==> src/rtl/eth_miim_frame_seq_pkg.sv <==
// Shared definitions for the MII management frame sequencer: slot map, opcodes,
// FSM states, latched command record and the per-slot serial bit lookup.
package eth_miim_defs;

  localparam int unsigned PRE_END  = 31;
  localparam int unsigned ST       = 32;
  localparam int unsigned OP       = 34;
  localparam int unsigned PHYAD    = 36;
  localparam int unsigned REGAD    = 41;
  localparam int unsigned TA       = 46;
  localparam int unsigned DATA     = 48;
  localparam int unsigned DATA_END = 63;

  localparam logic [1:0] OP_WRITE = 2'b01;
  localparam logic [1:0] OP_READ  = 2'b10;

  typedef enum logic [1:0] {
    S_IDLE,
    S_ARM,
    S_RUN,
    S_DONE
  } state_t;

  typedef struct packed {
    logic        write;
    logic        nopre;
    logic [4:0]  fiad;
    logic [4:0]  rgad;
    logic [15:0] data;
  } cmd_t;

  // Serial bit for a given slot; with nopre, slot 0 carries the first ST bit.
  function automatic logic slot_bit(input logic [6:0] slot, input cmd_t cmd);
    int unsigned s;
    logic [1:0]  op;
    logic        b;
    s  = 32'(slot);
    op = cmd.write ? OP_WRITE : OP_READ;
    b  = 1'b0;
    if (s <= PRE_END)       b = !(cmd.nopre && (s == 0));
    else if (s < OP)        b = (s == ST + 1);
    else if (s < PHYAD)     b = (s == OP) ? op[1] : op[0];
    else if (s < REGAD)     b = cmd.fiad[3'(PHYAD + 4 - s)];
    else if (s < TA)        b = cmd.rgad[3'(REGAD + 4 - s)];
    else if (s < DATA)      b = cmd.write && (s == TA);
    else if (s <= DATA_END) b = cmd.write && cmd.data[4'(DATA_END - s)];
    return b;
  endfunction

endpackage

==> src/rtl/eth_miim_rdcapture.sv <==
// Mdi read-data shifter: samples on MdcEn while the slot counter is inside the
// latency-shifted data window.
module eth_miim_rdcapture
  import eth_miim_defs::*;
#(
  parameter int unsigned RD_LAT = 2
) (
  input  logic        clk,
  input  logic        reset,
  input  logic        mdc_en,
  input  logic        enable,
  input  logic [6:0]  bit_counter,
  input  logic        mdi,
  output logic [15:0] shift_next
);

  localparam logic [6:0] WIN_LO = 7'(DATA + RD_LAT);
  localparam logic [6:0] WIN_HI = 7'(DATA_END + RD_LAT);

  logic [15:0] shift_q;
  logic        in_window;

  assign in_window = (bit_counter >= WIN_LO) && (bit_counter <= WIN_HI);

  // Exposed pre-register so a sample coincident with the final slot edge
  // still reaches the transfer into Prsd.
  always_comb begin
    shift_next = shift_q;
    if (enable && mdc_en && in_window) shift_next = {shift_q[14:0], mdi};
  end

  always_ff @(posedge clk) begin
    if (reset) shift_q <= '0;
    else       shift_q <= shift_next;
  end

endmodule

==> src/rtl/eth_miim_frame_seq.sv <==
// MDIO frame sequencer: accepts one command, steps bit slots on MdcEn_n,
// serialises the frame and reports completion with WDone/RDone pulses.
module eth_miim_frame_seq
  import eth_miim_defs::*;
#(
  parameter int unsigned RD_LAT = 2
) (
  input  logic        Clk,
  input  logic        Reset,
  input  logic        MdcEn,
  input  logic        MdcEn_n,
  input  logic        Cmd_Valid,
  output logic        Cmd_Ready,
  input  logic        Cmd_Write,
  input  logic        NoPre,
  input  logic [4:0]  Fiad,
  input  logic [4:0]  Rgad,
  input  logic [15:0] CtrlData,
  input  logic        Mdi,
  output logic        InProgress,
  output logic        WriteOp,
  output logic [6:0]  BitCounter,
  output logic        ShiftedBit,
  output logic [15:0] Prsd,
  output logic        WDone,
  output logic        RDone
);

  localparam logic [6:0] LAST = 7'(DATA_END + RD_LAT);

  state_t      state, state_next;
  cmd_t        cmd_q, cmd_next;
  logic [6:0]  bit_counter_next;
  logic [6:0]  slot_next;
  logic        shifted_bit_next;
  logic        in_progress_next;
  logic        wdone_next, rdone_next;
  logic [15:0] prsd_next;
  logic [15:0] capture;

  assign Cmd_Ready = (state == S_IDLE);
  assign WriteOp   = cmd_q.write;

  eth_miim_rdcapture #(
    .RD_LAT(RD_LAT)
  ) u_rdcapture (
    .clk        (Clk),
    .reset      (Reset),
    .mdc_en     (MdcEn),
    .enable     ((state == S_RUN) && !cmd_q.write),
    .bit_counter(BitCounter),
    .mdi        (Mdi),
    .shift_next (capture)
  );

  always_comb begin
    state_next       = state;
    cmd_next         = cmd_q;
    bit_counter_next = BitCounter;
    shifted_bit_next = ShiftedBit;
    in_progress_next = InProgress;
    wdone_next       = 1'b0;
    rdone_next       = 1'b0;
    prsd_next        = Prsd;
    slot_next        = '0;
    case (state)
      S_IDLE: begin
        if (Cmd_Valid) begin
          cmd_next = '{write: Cmd_Write, nopre: NoPre, fiad: Fiad,
                       rgad: Rgad, data: CtrlData};
          state_next = S_ARM;
        end
      end
      S_ARM: begin
        if (MdcEn_n) begin
          state_next       = S_RUN;
          in_progress_next = 1'b1;
          bit_counter_next = '0;
          shifted_bit_next = slot_bit('0, cmd_q);
        end
      end
      S_RUN: begin
        if (MdcEn_n) begin
          if (BitCounter == LAST) begin
            // Outputs are registered, so idle values are already visible in DONE.
            state_next       = S_DONE;
            in_progress_next = 1'b0;
            bit_counter_next = '0;
            shifted_bit_next = 1'b0;
            wdone_next       = cmd_q.write;
            rdone_next       = !cmd_q.write;
            if (!cmd_q.write) prsd_next = capture;
          end else begin
            slot_next        = (cmd_q.nopre && (BitCounter == '0)) ? 7'(ST + 1)
                                                                  : BitCounter + 7'd1;
            bit_counter_next = slot_next;
            shifted_bit_next = slot_bit(slot_next, cmd_q);
          end
        end
      end
      S_DONE:  state_next = S_IDLE;
      default: state_next = S_IDLE;
    endcase
  end

  always_ff @(posedge Clk) begin
    if (Reset) begin
      state      <= S_IDLE;
      cmd_q      <= '0;
      BitCounter <= '0;
      ShiftedBit <= 1'b0;
      InProgress <= 1'b0;
      WDone      <= 1'b0;
      RDone      <= 1'b0;
      Prsd       <= '0;
    end else begin
      state      <= state_next;
      cmd_q      <= cmd_next;
      BitCounter <= bit_counter_next;
      ShiftedBit <= shifted_bit_next;
      InProgress <= in_progress_next;
      WDone      <= wdone_next;
      RDone      <= rdone_next;
      Prsd       <= prsd_next;
    end
  end

endmodule

==> config.mk <==
export PLATFORM = sky130hd
export DESIGN_NAME = eth_miim_frame_seq
export DESIGN_NICKNAME = d
export VERILOG_FILES = /design/src/rtl/eth_miim_frame_seq_pkg.sv /design/src/rtl/eth_miim_rdcapture.sv /design/src/rtl/eth_miim_frame_seq.sv
export SDC_FILE = /design/constraint.sdc
export NUM_CORES = 1
export LEC_CHECK = 0
export CORE_ASPECT_RATIO = 1.5
export CORE_UTILIZATION = 45
export DETAILED_ROUTE_END_ITERATION = 8
export HOLD_SLACK_MARGIN = 0.03
export PLACE_DENSITY = 0.7
export SLEW_MARGIN = 20
export SYNTH_ARGS = -nofsm -noshare
export SYNTH_HDL_FRONTEND = slang
export SYNTH_SLANG_ARGS = --single-unit
==> constraint.sdc <==
create_clock -name Clk -period 8.9 [get_ports Clk]
set_input_delay 1.335 -clock Clk [delete_from_list [all_inputs] [get_ports Clk]]
set_output_delay 1.335 -clock Clk [all_outputs]
set_load 0.1 [all_outputs]
; ---- Yosys cells after proc, flatten, opt, wreduce, memory -nomap -nowiden
; Cells that the tools add are included.
[totals]
regBits = 73
in_bits = 34
output_inout_bits = 29
elab_cells = 99
[op_classes]
addsub = 4
n_lt_le_gt_ge = 12
eq_ne = 11
n_mux = 34
bitwise_logic = 4
n_reduce_logical = 21
[op_table]
columns = operator, n
row1 = $lt 7x6->1 const B, 5
row2 = $mux 7, 4
row3 = $eq 7x6->1 const B, 3
row4 = $mux 1, 17
row5 = $mux 16, 1
row6 = $logic_not 7->1, 2
row7 = $pmux 7 s2, 1
row8 = $reduce_and 4->1, 3
row9 = $mux 2, 5
row10 = $logic_and 1x1->1, 8
row11 = $lt 3x4->1 const B, 2
row12 = $pmux 2 s4, 1
row13 = $add 7x1->7 const B, 1
row14 = $eq 7x7->1 const B, 1
row15 = $ge 7x6->1 const B, 1
row16 = $le 7x5->1 const B, 1
row17 = $le 7x6->1 const B, 1
row18 = $le 7x7->1 const B, 1
row19 = $bmux 1 s3, 2
row20 = $ne 2x2->1 const B, 3
row21 = $lt 4x5->1 const B, 1
row22 = $bmux 1 s4, 1
row23 = $eq 2x2->1 const B, 2
row24 = $not 1->1, 4
row25 = 12 further kinds, 15

; ---- Logic depth before layout (Yosys ltp)
; Gate-level depths: netlist of the first run.
[logic_depth]
depth_word = 17
depth_mapped = 14
depth_no_buf = 13

; ---- Cells and area by module
; Synthesis of the first run repeated with hierarchy kept, for this count alone.
[hier_totals]
hier_cells = 419
area_unflattened_um2 = 3582.2
[modules_own_cells]
columns = module, n_inst, cells_per_inst, area_per_inst_um2, seq_area_each_um2
row1 = eth_miim_frame_seq, 1, 343, 2732.6, 1141.1
row2 = eth_miim_rdcapture, 1, 76, 849.6, 320.3

; ---- Worst setup path before layout of the first run
; OpenSTA, ideal clock, no wires.
[synth_path]
path_kind = register to register
from = register BitCounter[0]
to = register ShiftedBit
setup_ps = 137
t_arrival_ps = 3587
t_required_ps = 8763
slack_ps = 5176
path_stages_with_launch = 14
n_path_buf = 2
period_less_slack_ps = 3724
path_cell_list = dfxtp_1 -> buf_2 -> inv_1 -> ha_1 -> buf_1 -> inv_1 -> ha_1 -> and4b_1 -> a221o_1 -> a21o_1 -> a21oi_1 -> a211oi_1 -> o31ai_1 -> o2111ai_1
[synth_between]
elab_chain_cells = 17
elab_cells_between_ends = 40
cone_classes = add/sub: 4 / order compare: 7 / eq/ne: 4 / mux: 18 / reduce/logical: 7
[synth_lines]
columns = item, line_no
row1 = from (decl), eth_miim_frame_seq.sv:22  ; output logic [6:0] BitCounter,
row2 = from (signal assigned), eth_miim_frame_seq.sv:119  ; BitCounter <= bit_counter_next;
row3 = "parallel branches: the longest is 14 deep, another holds $add 7x1->7", --
row4 = $mux 1 *, eth_miim_frame_seq.sv:84  ; if (BitCounter == LAST) begin
row5 = $mux 1 *, eth_miim_frame_seq.sv:83  ; if (MdcEn_n) begin
row6 = $pmux 1 s2 *, eth_miim_frame_seq.sv:66  ; case (state)
row7 = to (signal assigned), eth_miim_frame_seq.sv:120  ; ShiftedBit <= shifted_bit_next;
row8 = to (decl), eth_miim_frame_seq.sv:23  ; output logic ShiftedBit,
; Mark *: on every way between the ends. The select of a mux whose other input is x is not followed.
; A chain may end at the register's enable or synchronous reset.

; ---- Worst setup path in the final report of the first run
[layout_path]
from = register BitCounter[0]
to = output port BitCounter[0]
; No word-level cell between the ends.

==> flow_results.org, run 1 <==
** Layout
- At the end of the flow, the number of nets in the layout was between 400 and 500.
- # diodes :: 0
- The post-route netlist has around 8.8% of its cells at a drive strength greater than 1.
- Area growth syn-to-layout :: 24.1%
- End-of-flow core utilization :: roughly three fifths
- Design Area, Final :: between 4000 and 5000 µm²

** Placed design
- Area after detailed placement :: ~4100 µm²
- Post-DP HPWL :: between 5000 and 6000 µm
- GP Congestion :: 0.933
- Port buffering added 62 buffers.

** Critical path
- The critical path in this run is classified as reg -> out.
- List of cells traversed by the critical path :: clkdlybuf4s50_1
- In this run the worst path has a maximum fanout of 14.
- Counting cells, the worst reg-to-reg path comes to 13.
- The number of buffers and inverters on the critical path is 1.
- Tracing the worst setup path back leads to its startpoint at BitCounter[0]$_SDFFE_PP0P_.
- Broken down by cell family, the worst path's largest delay share belongs to buffers and inverters.
- Slowest CP cell :: clkdlybuf4s50_1
- Maximum cell stage delay along the critical path :: 1.25 ns
- Reg-to-reg critical path startpoint :: BitCounter[0]$_SDFFE_PP0P_
- Data on the critical path is required at its endpoint by approximately 7.6 ns.
- Kind of capture point of the worst setup path :: output port
- Register-to-register path setup slack :: 5.41 ns
- The worst register-to-register path ends at ShiftedBit$_SDFFE_PP0P_.
- Crit path arrival time :: 2.28 ns
- The worst setup path is launched from a register.

** Die
- In this run the horizontal extent of the chip is roughly 73 µm.
- The die covers around 8000 µm².
- Area of the placeable core :: around 7300 µm²
- Height of the die :: 109 µm
- Cell Rows :: 38
- Effective utilization at floorplan :: between 40 and 50%
- In this run the count of I/O pins placed on the die edge is 63.

** Synth
- Nets in the synthesized netlist :: 433
- Post-synthesis sequential area ratio :: 42.6%
- After synthesis, the largest family of logic cells by area is simple AND/OR/NAND/NOR gates.
- Top cells by area, synth :: dfxtp_1, nand2_1, mux2i_1, a21oi_1, nor2_1
- Synth Area in XOR/XNOR :: under 10%
- Most area-hungry cell type in the Yosys netlist :: dfxtp_1
- Netlist area before placement :: ~3400 µm²
- The number of different library cells used by synthesis comes to 54.
- Post-synthesis area per instance :: between 8 and 9 µm²
- Summing the areas of all compound-gate instances in the mapped netlist gives roughly 18% of the synthesized area.
- Total number of yosys warnings :: 0
- After Yosys synthesis, and, or, nand and nor cells account for between 10% and 20% of the synthesized area.
- Dominant register cell in the synthesized netlist :: dfxtp_1
- Leading cell type by number of instances after synthesis :: dfxtp_1
- The synthesized design devotes to its leading area cell type 42.6% of total area.
- Synth cell count leaders :: dfxtp_1, nand2_1, nor2_1, a21oi_1, mux2i_1
- Multiplexer cells account for 9.01% of the synthesized area.
- Of all flip-flops after synthesis, the portion carrying an async set or reset was 0%.
- The synthesized design contains 73 register bits.
- Mapped Cells :: slightly below 400
- Yosys mapped a number of flops with a built-in enable equal to 0.
- Adder-cell share of the synthesized area :: under 10%

** Detailed routing
- After detailed routing, the average wire length per cell comes to ~13 µm.
- For this block, the initial DRC count from the detailed router was around 150.
- After detailed routing, the number of vias per cell comes to approximately 5.3.
- Remaining routing DRC violations :: 0
- The final route contains around 2.9k vias.
- Final Routed Wirelength :: between 7000 and 8000 µm
- 1st-pass router iterations :: 4
- Once detail routing completed, the nets flagged for antenna violations numbered 0.

** Power and ir drop
- Overall power consumption :: about 920 µW
- PD cells :: roughly 220 nW/µm²
- Max IR drop VDD :: about 0.00013 V
- For this design the static power due to leakage is between 1 and 1.5 nW.

** Global route
- Total grt overflow :: 0
- Pin count of the biggest net entering global routing :: 75
- The initial antenna violation count was 0.
- Total global-route track usage :: about a fifth
- Via count of the first global-routing pass :: roughly 2.8k
- The first global-routing pass estimated between 10000 and 15000 µm of wire.

** STA
- Final Hold Slack :: around 0.46 ns
- Final period utilization :: between 40% and 50%
- Measured slew at the worst slew-check pin :: between 1 and 1.5 ns
- Unrepaired setup endpoints after global routing :: no
- Setup violations remaining at the end of the flow were counted as 0.
- Slew headroom :: between 30% and 40%
- The smallest clock period supported by the final layout is computed as roughly 3.6 ns.
- Setup TNS :: 0 ns
- Number of hold violations in the final report :: 0
- Setup clock skew after layout :: between 0.01 and 0.015 ns
- Based on the critical path, the design can be clocked at up to 0.277 GHz.
- The total count of max-transition violations in the final report was 0.

** Hold path
- Path category of the worst min-delay check :: reg -> reg
- The worst hold path passes through 2 cells.
- For hold timing, the worst endpoint is cmd_q[12]$_SDFFE_PP0P_.
- The worst hold path begins at cmd_q[12]$_SDFFE_PP0P_.

** CTS
- CTS tree :: built
- Once the clock tree was built, the setup fixing pass inserted 0 buffers.
- After clock tree synthesis, the flow added hold-fix buffers numbering 0.
- Resized Gates After CTS :: 0
- Clock tree synthesis found a total of 73 sinks.
- In this run the clock root is driven by a clkbuf_8.
- Worst skew pair latency :: about 0.36 ns
- The longest clock path from root to sink contains 2 buffers.
- CTS Buf Count :: 9
- Number of levels in the clock H-tree :: 3
- Clock-pin slew reported for the worst setup and hold paths after clock tree synthesis :: 0.08 ns

** Flow run
- Across the run, the number of max-cap violations was 0.

** Status
- Run status :: complete, no violations
-- through the flow --
stage	worst slack, ns	instances
after global placement	5.51	526
after CTS	5.25	542
after floorplan	5.18	387
final	5.28	542
after global routing	5.15	542
after detailed placement	5.46	526
-- sequential cells by signal (all words and copies together), names as in the netlist --
signal	flops
WriteOp	1
WDone	1
BitCounter	7
u_rdcapture.shift_q	16
cmd_q	27
InProgress	1
RDone	1
ShiftedBit	1
Prsd	16
state	2
-- cell usage in the layout (no fill, tap or decap), types with 2 or more instances in the layout --
master / count
a211oi_1: 10
a211oi_2: 10
a21oi_1: 38
a22oi_1: 7
and3_1: 3
buf_4: 2
clkbuf_8: 9
clkdlybuf4s50_1: 61
clkinvlp_4: 2
dfxtp_1: 73
ha_1: 12
inv_1: 9
mux2i_1: 23
mux4_2: 3
nand2_1: 67
nand2b_1: 4
nand3_1: 10
nor2_1: 43
nor3_1: 4
nor3_4: 2
nor4_1: 2
nor4b_1: 2
o21ai_0: 3
o22ai_1: 2
or4_1: 2
xnor2_1: 6
-- cell families after synthesis --
| logic type | count (synthesis) |
|---|---|
| xor+xnor | 7 |
| buf+inv | 34 |
| mux | 27 |
| fa+ha+maj | 12 |
| flops | 73 |
| compound gates | 86 |
| simple gates | 148 |
-- routing by layer --
metal / GRT usage (%) / routed length [µm] / vias to the layer above
li1: - / - / 1456
met1: 22.5 / 3030 / 1334
met2: 36.2 / 3700 / 80
met3: 4.34 / 293 / 21
met4: 11.7 / 224 / 0
met5: 0 / 0 / -
-- report_power, final --
group	leakage, nW	switching [mW]	internal (mW)	total [mW]
sequential	0.593	0.0254	0.360	0.385
combinational	0.779	0.182	0.0919	0.273
clock	0.0929	0.126	0.130	0.257
-- cell type report --
| type | instances | area [µm²] |
|---|---|---|
| Fill cell | 720 | 3070 |
| Multi-Input combinational cell | 280 | 1810 |
| Sequential cell | 73 | 1460 |
| Timing Repair Buffer | 64 | 631 |
| Clock buffer | 10 | 128 |
| Tap cell | 100 | 125 |
| Clock inverter | 6 | 67.6 |
| Inverter | 9 | 33.8 |
-- worst max-delay path by stage --
| stage | slack (ns) | to | cells after the start |
|---|---|---|---|
| 3_3_place_gp | 5.51 | ShiftedBit$_SDFFE_PP0P_ | 6 |
| 5_1_grt | 5.15 | ShiftedBit$_SDFFE_PP0P_ | 13 |
| 6_report | 5.28 | BitCounter[0] | 1 |
| 2_1_floorplan | 5.18 | ShiftedBit$_SDFFE_PP0P_ | 13 |
| 4_1_cts | 5.25 | BitCounter[0] | 1 |
| 3_5_place_dp | 5.46 | ShiftedBit$_SDFFE_PP0P_ | 13 |
No activity file was read; power rests on OpenSTA's default activity.
==> inputs of run 2 (changes only) <==
clock period = 3.7 ns   (was 8.9 ns; I/O delays follow)
==> run 2 against run 1 <==
Against the previous run: non-clock buffer count rose by 5; critical path type is now reg -> reg; die area is the same; highest routed layer unchanged; clock skew fell by 0.0024 ns; hold slack lost 0.0043 ns; first-iteration DRC count is 22% lower; design area grew 0.44%; total power rose by 140%; critical endpoint is now ShiftedBit$_SDFFE_PP0P_; largest power group unchanged.
==> flow_results.org, run 2 (same netlist as run 1, synthesis figures left out) <==
** Status
- The flow ran to the end, and the final reports show no timing, DRC or antenna violations.

** Layout
- The area used by multi-input combinational logic came to 1810 µm² (unchanged).
- The summed area of non-filler cells in the final layout was 4280 µm² (+0.44%).
- The area growth from synthesis to layout is 24.6%.
- Most common library cell in the layout ignoring fill and taps :: dfxtp_1
- Largest register FFs :: 27 (unchanged)
- End-of-flow core utilization :: 58.4% (+0.26 points)
- Number of filler cells placed in the layout :: 727 (+0.97%)
- The combined flip-flop and latch cell area came to 1460 µm² (about the same).
- Largest registers :: cmd_q x27, Prsd x16, u_rdcapture.shift_q x16
- The final antenna diode count was 0 (unchanged).
- Post-layout nets :: 488 (+1.0%)
- cmd_q holds more flip-flops than any other register.
- The layout cell share with drive strength beyond 1 was 9.62% (+0.80 points).
- In the layout the commonest cells are dfxtp_1, nand2_1, clkdlybuf4s50_1, nor2_1, a21oi_1.

** Critical path
- Maximum fanout along the worst path :: 14 (unchanged)
- The endpoint identified for the worst register-to-register timing path is ShiftedBit$_SDFFE_PP0P_.
- The required time at the endpoint of the critical path is 3.91 ns (-3.66 ns).
- Logic depth of the worst register-to-register path :: 13 (unchanged)
- The arrival time reported for the critical path endpoint is 3.24 ns (+0.96 ns).
- The worst register-to-register path begins at BitCounter[0]$_SDFFE_PP0P_.
- Kind of capture point of the worst setup path :: register
- Register-to-register path setup slack :: 0.66 ns (-4.75 ns)
- The worst setup path is of the reg -> reg kind.
- The worst setup path is launched from a register.

** Hold path
- Startpoint of the worst hold path :: cmd_q[25]$_SDFFE_PP0P_
- The worst hold path terminates at cmd_q[25]$_SDFFE_PP0P_.
- Path category of the worst min-delay check :: reg -> reg
- Cell depth of the worst min-delay path :: 2 (unchanged)

** CTS
- CTS Buf Count :: 9 (unchanged)
- Clock-pin slew reported for the worst setup and hold paths after clock tree synthesis :: 0.07 ns (about the same)
- CTS Sinks :: 73 (unchanged)
- Number of levels in the clock H-tree :: 3 (unchanged)
- The clock insertion delay at the later pin of the skew report was 0.34 ns (-0.02 ns).
- The post-cts sizing count came to 0 (unchanged).
- Count of hold-fix buffers inserted at cts :: 0 (unchanged)
- The number of setup buffers added after CTS is 0 (unchanged).
- Root Buffer :: clkbuf_8
- CTS tree :: built
- The maximum root-to-sink buffer count came to 2 (unchanged).

** STA
- Final Setup Violations :: 0 (unchanged)
- Final min period :: 3.04 ns
- Unrepaired setup endpoints after global routing :: no
- The final worst-path setup slack came to 0.665 ns (-4.62 ns).
- Final period utilization :: between 80% and 90%
- Derived from the worst setup path, the maximum achievable clock frequency is between 0.3 and 0.4 GHz.
- The clock skew came to 0.00858 ns (-0.00241 ns).
- Number of hold violations in the final report :: 0 (unchanged)
- The final sum of negative setup slack came to 0 ns (unchanged).
- The worst slew margin relative to its limit is 33.0% (+0.076 points).
- The total count of max-transition violations in the final report was 0 (unchanged).
- The slew at the pin closest to its max-slew limit is 1.00 ns (-0.00102 ns).

** Flow run
- The number of max-cap violations came to 0 (unchanged).

** Detailed routing
- The overall via count from detail_route came to 2849 (-1.5%).
- DR iter-0 viols :: 114 (-22%)
- The average detailed-routed wire length per instance came to 13.7 µm (+2.8%).
- The met2 wire length came to 3960 µm (+7.1%).
- Remaining routing DRC violations :: 0 (unchanged)
- Wire length the detailed router placed on met1 :: 3000 µm (-1.0%)
- The highest layer touched by signal routing is met4.
- Via density per instance :: 5.21 (-2.4%)
- The antenna violation net count after detailed routing is 0 (unchanged).
- The first-pass iteration count of the detailed router was 4 (unchanged).
- The met3 wirelength from detailed routing was 207 µm (-29%).
- The total detailed-routing wirelength came to 7510 µm (+3.8%).

** Global route
- The wire length of the first global-routing pass came to 12700 µm (+0.82%).
- The initial antenna violation count is 0 (unchanged).
- Via count of the first global-routing pass :: 2847 (+0.99%)
- The total congestion overflow after global routing was 0 (unchanged).
- Total global-route track usage :: 21.1% (+0.55 points)
- Pin count of the biggest net entering global routing :: 41 (-45%)

** Die
- The die extent in y came to 109 µm (unchanged).
- Effective utilization at floorplan :: 46.9% (unchanged)
- Die Footprint :: 7980 µm² (unchanged)
- Number of top-level pins :: 63 (unchanged)
- X dimension of the die :: 73.3 µm (unchanged)
- The total number of placement rows is 38 (unchanged).
- Area of the placeable core :: 7320 µm² (unchanged)

** Power and ir drop
- The leakage power summed over all cells is 1.49 nW (+1.4%).
- PD cells :: 504 nW/µm² (+130%)
- Overall power consumption :: 2.16 mW (+140%)
- The maximum vdd ir drop was 0.000327 V (+140%).

** Placed design
- GP Congestion :: 0.959 (+2.7%)
- Post-DP HPWL :: 5590 µm (+9.0%)
- Worst Setup Slack post-DPL :: 0.707 ns (-4.75 ns)
- Count of input and output buffers :: 62 (unchanged)
- Area after detailed placement :: 4100 µm² (+0.95%)
[run 2: changes by cell type in the layout (fill, tap and decap cells not counted), sizes merged]
cell      delta
clkbuf       +4
bufinv       -1
clkinv       -1
inv          -1
buf          +5
clkinvlp     -1
[run 2: worst max-delay path by stage]
stage | from | end | slack (ns) | cells after the start
after floorplan | BitCounter[1]$_SDFFE_PP0P_ | ShiftedBit$_SDFFE_PP0P_ | 0.17 | 12
after global placement | BitCounter[0]$_SDFFE_PP0P_ | ShiftedBit$_SDFFE_PP0P_ | 0.79 | 13
after detailed placement | BitCounter[0]$_SDFFE_PP0P_ | ShiftedBit$_SDFFE_PP0P_ | 0.71 | 13
after CTS | BitCounter[0]$_SDFFE_PP0P_ | ShiftedBit$_SDFFE_PP0P_ | 0.69 | 13
after global routing | BitCounter[0]$_SDFFE_PP0P_ | ShiftedBit$_SDFFE_PP0P_ | 0.50 | 13
final | BitCounter[0]$_SDFFE_PP0P_ | ShiftedBit$_SDFFE_PP0P_ | 0.66 | 13
[run 2: where the power goes]
group | total, mW | switching [mW] | internal, mW | leakage [nW]
clock | 0.550 | 0.270 | 0.280 | 0.0867
sequential | 0.928 | 0.0610 | 0.867 | 0.593
combinational | 0.677 | 0.446 | 0.231 | 0.805
[run 2: per-layer routing]
metal	vias to the layer above	track usage (%)
li1	1457	-
met1	1302	21.6
met2	68	37.9
met3	22	2.96
met4	0	16.3
met5	-	0
[run 2: final cells by class]
class | count | area share, %
tap | 100 | 2.93
clock inverter | 2 | 0.293
clock buffer | 14 | 3.80
timing repair buffer | 69 | 15.6
multi-input combinational | 280 | 42.3
sequential | 73 | 34.2
inverter | 9 | 0.790
[run 2: critical path: stages, from the launching register on]
cell and delay [ns]:
dfxtp_2 0.54, inv_1 0.16, ha_1 0.26, and3b_1 0.21, a21oi_2 0.16, inv_1 0.11
ha_1 0.21, and4b_1 0.19, a221o_1 0.32, a21o_1 0.17, a21oi_1 0.21, a211oi_1 0.11
o31ai_1 0.10, o2111ai_1 0.15
[run 2: stage by stage]
stage,std cells,hold slack [ns]
4_1_cts,547,0.456
2_1_floorplan,387,0.432
5_1_grt,547,0.474
6_report,547,0.452
3_5_place_dp,531,0.446
3_3_place_gp,531,0.443
==> inputs of run 3 (changes only) <==
PLACE_DENSITY = 0.73   (was 0.7)
clock period = 2.46 ns   (was 3.7 ns; I/O delays follow)
==> run 3 against run 2 <==
Against the previous run: combinational power rose by 64%; first-iteration DRC count is 23% higher; total power up 66%; clock skew rose by 0.0035 ns; clock-buffer cell count shrank 4; non-clock buffer count rose by 25; utilization up 4.0 points; cell count up 4.6%; clock power up 96%; sequential power grew 49%; register-to-register slack lost 0.65 ns; global-route usage is 0.23 points lower; largest cell class unchanged; highest routed layer unchanged.
==> flow_results.org, run 3 (same netlist as run 1, synthesis figures left out) <==
** Status
- Run status :: complete, no violations

** CTS
- Number of buffers on the longest clock path :: 2 (unchanged)
- CTS tree :: built
- The total clock sinks is 73 (unchanged).
- CTS placed an instance of clkbuf_8 at the clock tree root.
- CTS Buf Count :: 9 (unchanged)
- Clock-pin slew reported for the worst setup and hold paths after clock tree synthesis :: 0.08 ns (about the same)
- The clock insertion delay at the later pin of the skew report was 0.34 ns (about the same).
- Number of levels in the clock H-tree :: 3 (unchanged)

** Critical path
- The worst setup path is launched from a register.
- The required time at the endpoint of the critical path is 2.66 ns (-1.25 ns).
- Maximum fanout along the worst path :: 4 (-10)
- The arrival time reported for the critical path endpoint was 2.65 ns (-0.59 ns).
- Type of the worst setup path :: reg -> reg
- The worst register-to-register path begins at BitCounter[1]$_SDFFE_PP0P_.
- Start point of the critical path :: BitCounter[1]$_SDFFE_PP0P_
- The worst setup path is captured at a register.

** Power and ir drop
- The maximum vdd ir drop was 0.000519 V (+59%).
- The power per standard cell area was 782 nW/µm² (+55%).
- The leakage power summed over all cells came to 1.72 nW (+16%).

** STA
- The slew at the pin closest to its max-slew limit is 0.557 ns (-0.444 ns).
- The total count of max-transition violations in the final report came to 0 (unchanged).
- Final period utilization :: 99.3% (+17 points)
- Slew headroom :: 62.8% (+30 points)
- The total setup violations reported at the end of the flow came to 0 (unchanged).
- The peak clock frequency supported by timing was 0.409 GHz (+24%).
- Number of hold violations in the final report :: 0 (unchanged)
- The final worst-path setup slack came to 0.0175 ns (-0.647 ns).
- The final sum of negative setup slack was 0 ns (unchanged).
- Setup clock skew after layout :: 0.0121 ns (+0.00350 ns)
- The final critical-path required period was 2.44 ns (-0.593 ns).
- Setup repair after global routing could not meet its margin everywhere.

** Detailed routing
- The routed metal-1 wire length is 3280 µm (+9.5%).
- The overall via count from detail_route came to 2995 (+5.1%).
- Routed signal wires occupy layers up through met4.
- Via density per instance :: 5.24 (+0.53%)
- The number of design-rule violations left by the first detailed-router iteration came to 140 (+23%).
- The met2 wire length was 4040 µm (+1.9%).
- Remaining routing DRC violations :: 0 (unchanged)
- Final Routed Wirelength :: 7870 µm (+4.7%)
- Routed wire per std cell :: 13.8 µm (+0.12%)
- Routed wl met3 :: 252 µm (+22%)
- The antenna violation net count after detailed routing came to 0 (unchanged).
- The first-pass iteration count of the detailed router is 4 (unchanged).

** Global route
- The wire length of the first global-routing pass came to 13000 µm (+1.7%).
- Pin count of the biggest net entering global routing :: 74 (+80%)
- Total global-route track usage :: 20.9% (-0.23 points)
- Total grt overflow :: 0 (unchanged)
- Via count of the first global-routing pass :: 2811 (-1.3%)
- Number of antenna violations at the first check in global routing :: 0 (unchanged)

** Layout
- Largest register FFs :: 27 (unchanged)
- Share of cells above drive strength 1 :: 24.6% (+15 points)
- # diodes :: 0 (unchanged)
- Area growth syn-to-layout :: 33.2%
- The register with the most flip-flops in the final layout is cmd_q.
- The area used by multi-input combinational logic came to 1870 µm² (+3.5%).
- Most common library cell in the layout ignoring fill and taps :: nand2_1
- Most frequent cells in the layout :: nand2_1, dfxtp_1, buf_4, nor2_1, a21oi_1
- The combined flip-flop and latch cell area came to 1480 µm² (+1.2%).
- Number of filler cells placed in the layout :: 678 (-6.7%)
- Largest registers :: cmd_q x27, Prsd x16, u_rdcapture.shift_q x16
- The count of nets after finishing is 513 (+5.1%).

** Placed design
- The setup slack at placement is 0.0829 ns (-0.625 ns).
- The final weighted congestion in routability-driven placement came to 0.935 (-2.5%).
- The number of buffer cells added on primary ports was 62 (unchanged).
- Post-DP HPWL :: 5680 µm (+1.6%)

** Hold path
- Path category of the worst min-delay check :: reg -> reg
- Startpoint of the worst hold path :: cmd_q[16]$_SDFFE_PP0P_

** Die
- Height of the die :: 109 µm (unchanged)
- The total number of placement rows came to 38 (unchanged).
- The initial cell density of the core was 46.9% (unchanged).
- The area enclosed by the die boundary was 7980 µm² (unchanged).
- The placeable core region is 7320 µm² (unchanged).
- Number of top-level pins :: 63 (unchanged)
- The horizontal die dimension was 73.3 µm (unchanged).

** Flow run
- The number of max-cap violations is 0 (unchanged).
run 3: cell count changes in the layout (fill, tap and decap cells not counted), moves of 2 or more:
| cell | change |
|---|---|
| inv_6 | +2 |
| ha_4 | +3 |
| ha_1 | -3 |
| dfxtp_1 | -6 |
| dfxtp_2 | +2 |
| bufinv_16 | +2 |
| clkbuf_1 | -3 |
| buf_4 | +51 |
| clkdlybuf4s50_1 | -29 |
| dfxtp_4 | +4 |
| inv_2 | +2 |
| buf_12 | +3 |
| inv_1 | -3 |
run 3: worst paths after layout:
check / to / slack, ns / cells after the start
hold / removal: cmd_q[16]$_SDFFE_PP0P_ / 0.46 / 2
hold reg to reg: cmd_q[16]$_SDFFE_PP0P_ / 0.46 / 2
setup reg to reg: ShiftedBit$_SDFFE_PP0P_ / 0.02 / 13
setup / recovery: ShiftedBit$_SDFFE_PP0P_ / 0.02 / 13
run 3: report_power, final:
group	total, mW	leakage, nW	internal, mW	switching [mW]
sequential	1.38	0.597	1.30	0.0819
clock	1.08	0.119	0.615	0.468
combinational	1.11	1.00	0.402	0.707
total	3.57	1.72	2.32	1.26
run 3: worst max-delay path, cell delays in order, from the launching register on:
cell and delay [ns]:
dfxtp_4 0.37, inv_2 0.05, ha_4 0.16, and3b_2 0.22
a21oi_4 0.16, inv_2 0.08, ha_4 0.16, and4b_1 0.17
a221o_1 0.30, a21o_1 0.19, a21oi_2 0.15, a211oi_1 0.09
o31ai_1 0.07, o2111ai_1 0.13
run 3: through the flow:
stage | cell area (µm²) | hold slack, ns | instances | utilization (%) | total power [mW]
floorplan | 3490 | 0.432 | 387 | - | 2.20
global placement | 4260 | 0.442 | 549 | 58.1 | 2.48
detailed placement | 4260 | 0.445 | 549 | 58.1 | 2.50
CTS | 4490 | 0.460 | 565 | 61.3 | 3.59
global route | 4570 | 0.472 | 572 | 62.4 | 3.78
finish | 4570 | 0.456 | 572 | 62.4 | 3.57
run 3: routing by layer:
layer	up-vias	GRT usage, %
met5	-	0
met4	0	11.0
met3	20	4.44
met2	66	36.3
met1	1396	23.6
li1	1513	-
run 3: what timing repair did:
item,CTS,global route
endpoints found under the hold margin,0,0
gates resized for setup,0,5
hold buffers,0,0
setup endpoints to repair,0,1
buffers inserted,0,7
run 3: cell type report:
type | instances | area share (%)
well taps | 100 | 2.74
flip-flops and latches | 73 | 32.4
repair buffers | 94 | 18.0
clock inverters | 6 | 2.14
multi-input cells | 280 | 41.0
inverters | 9 | 0.794
clock buffers | 10 | 3.01
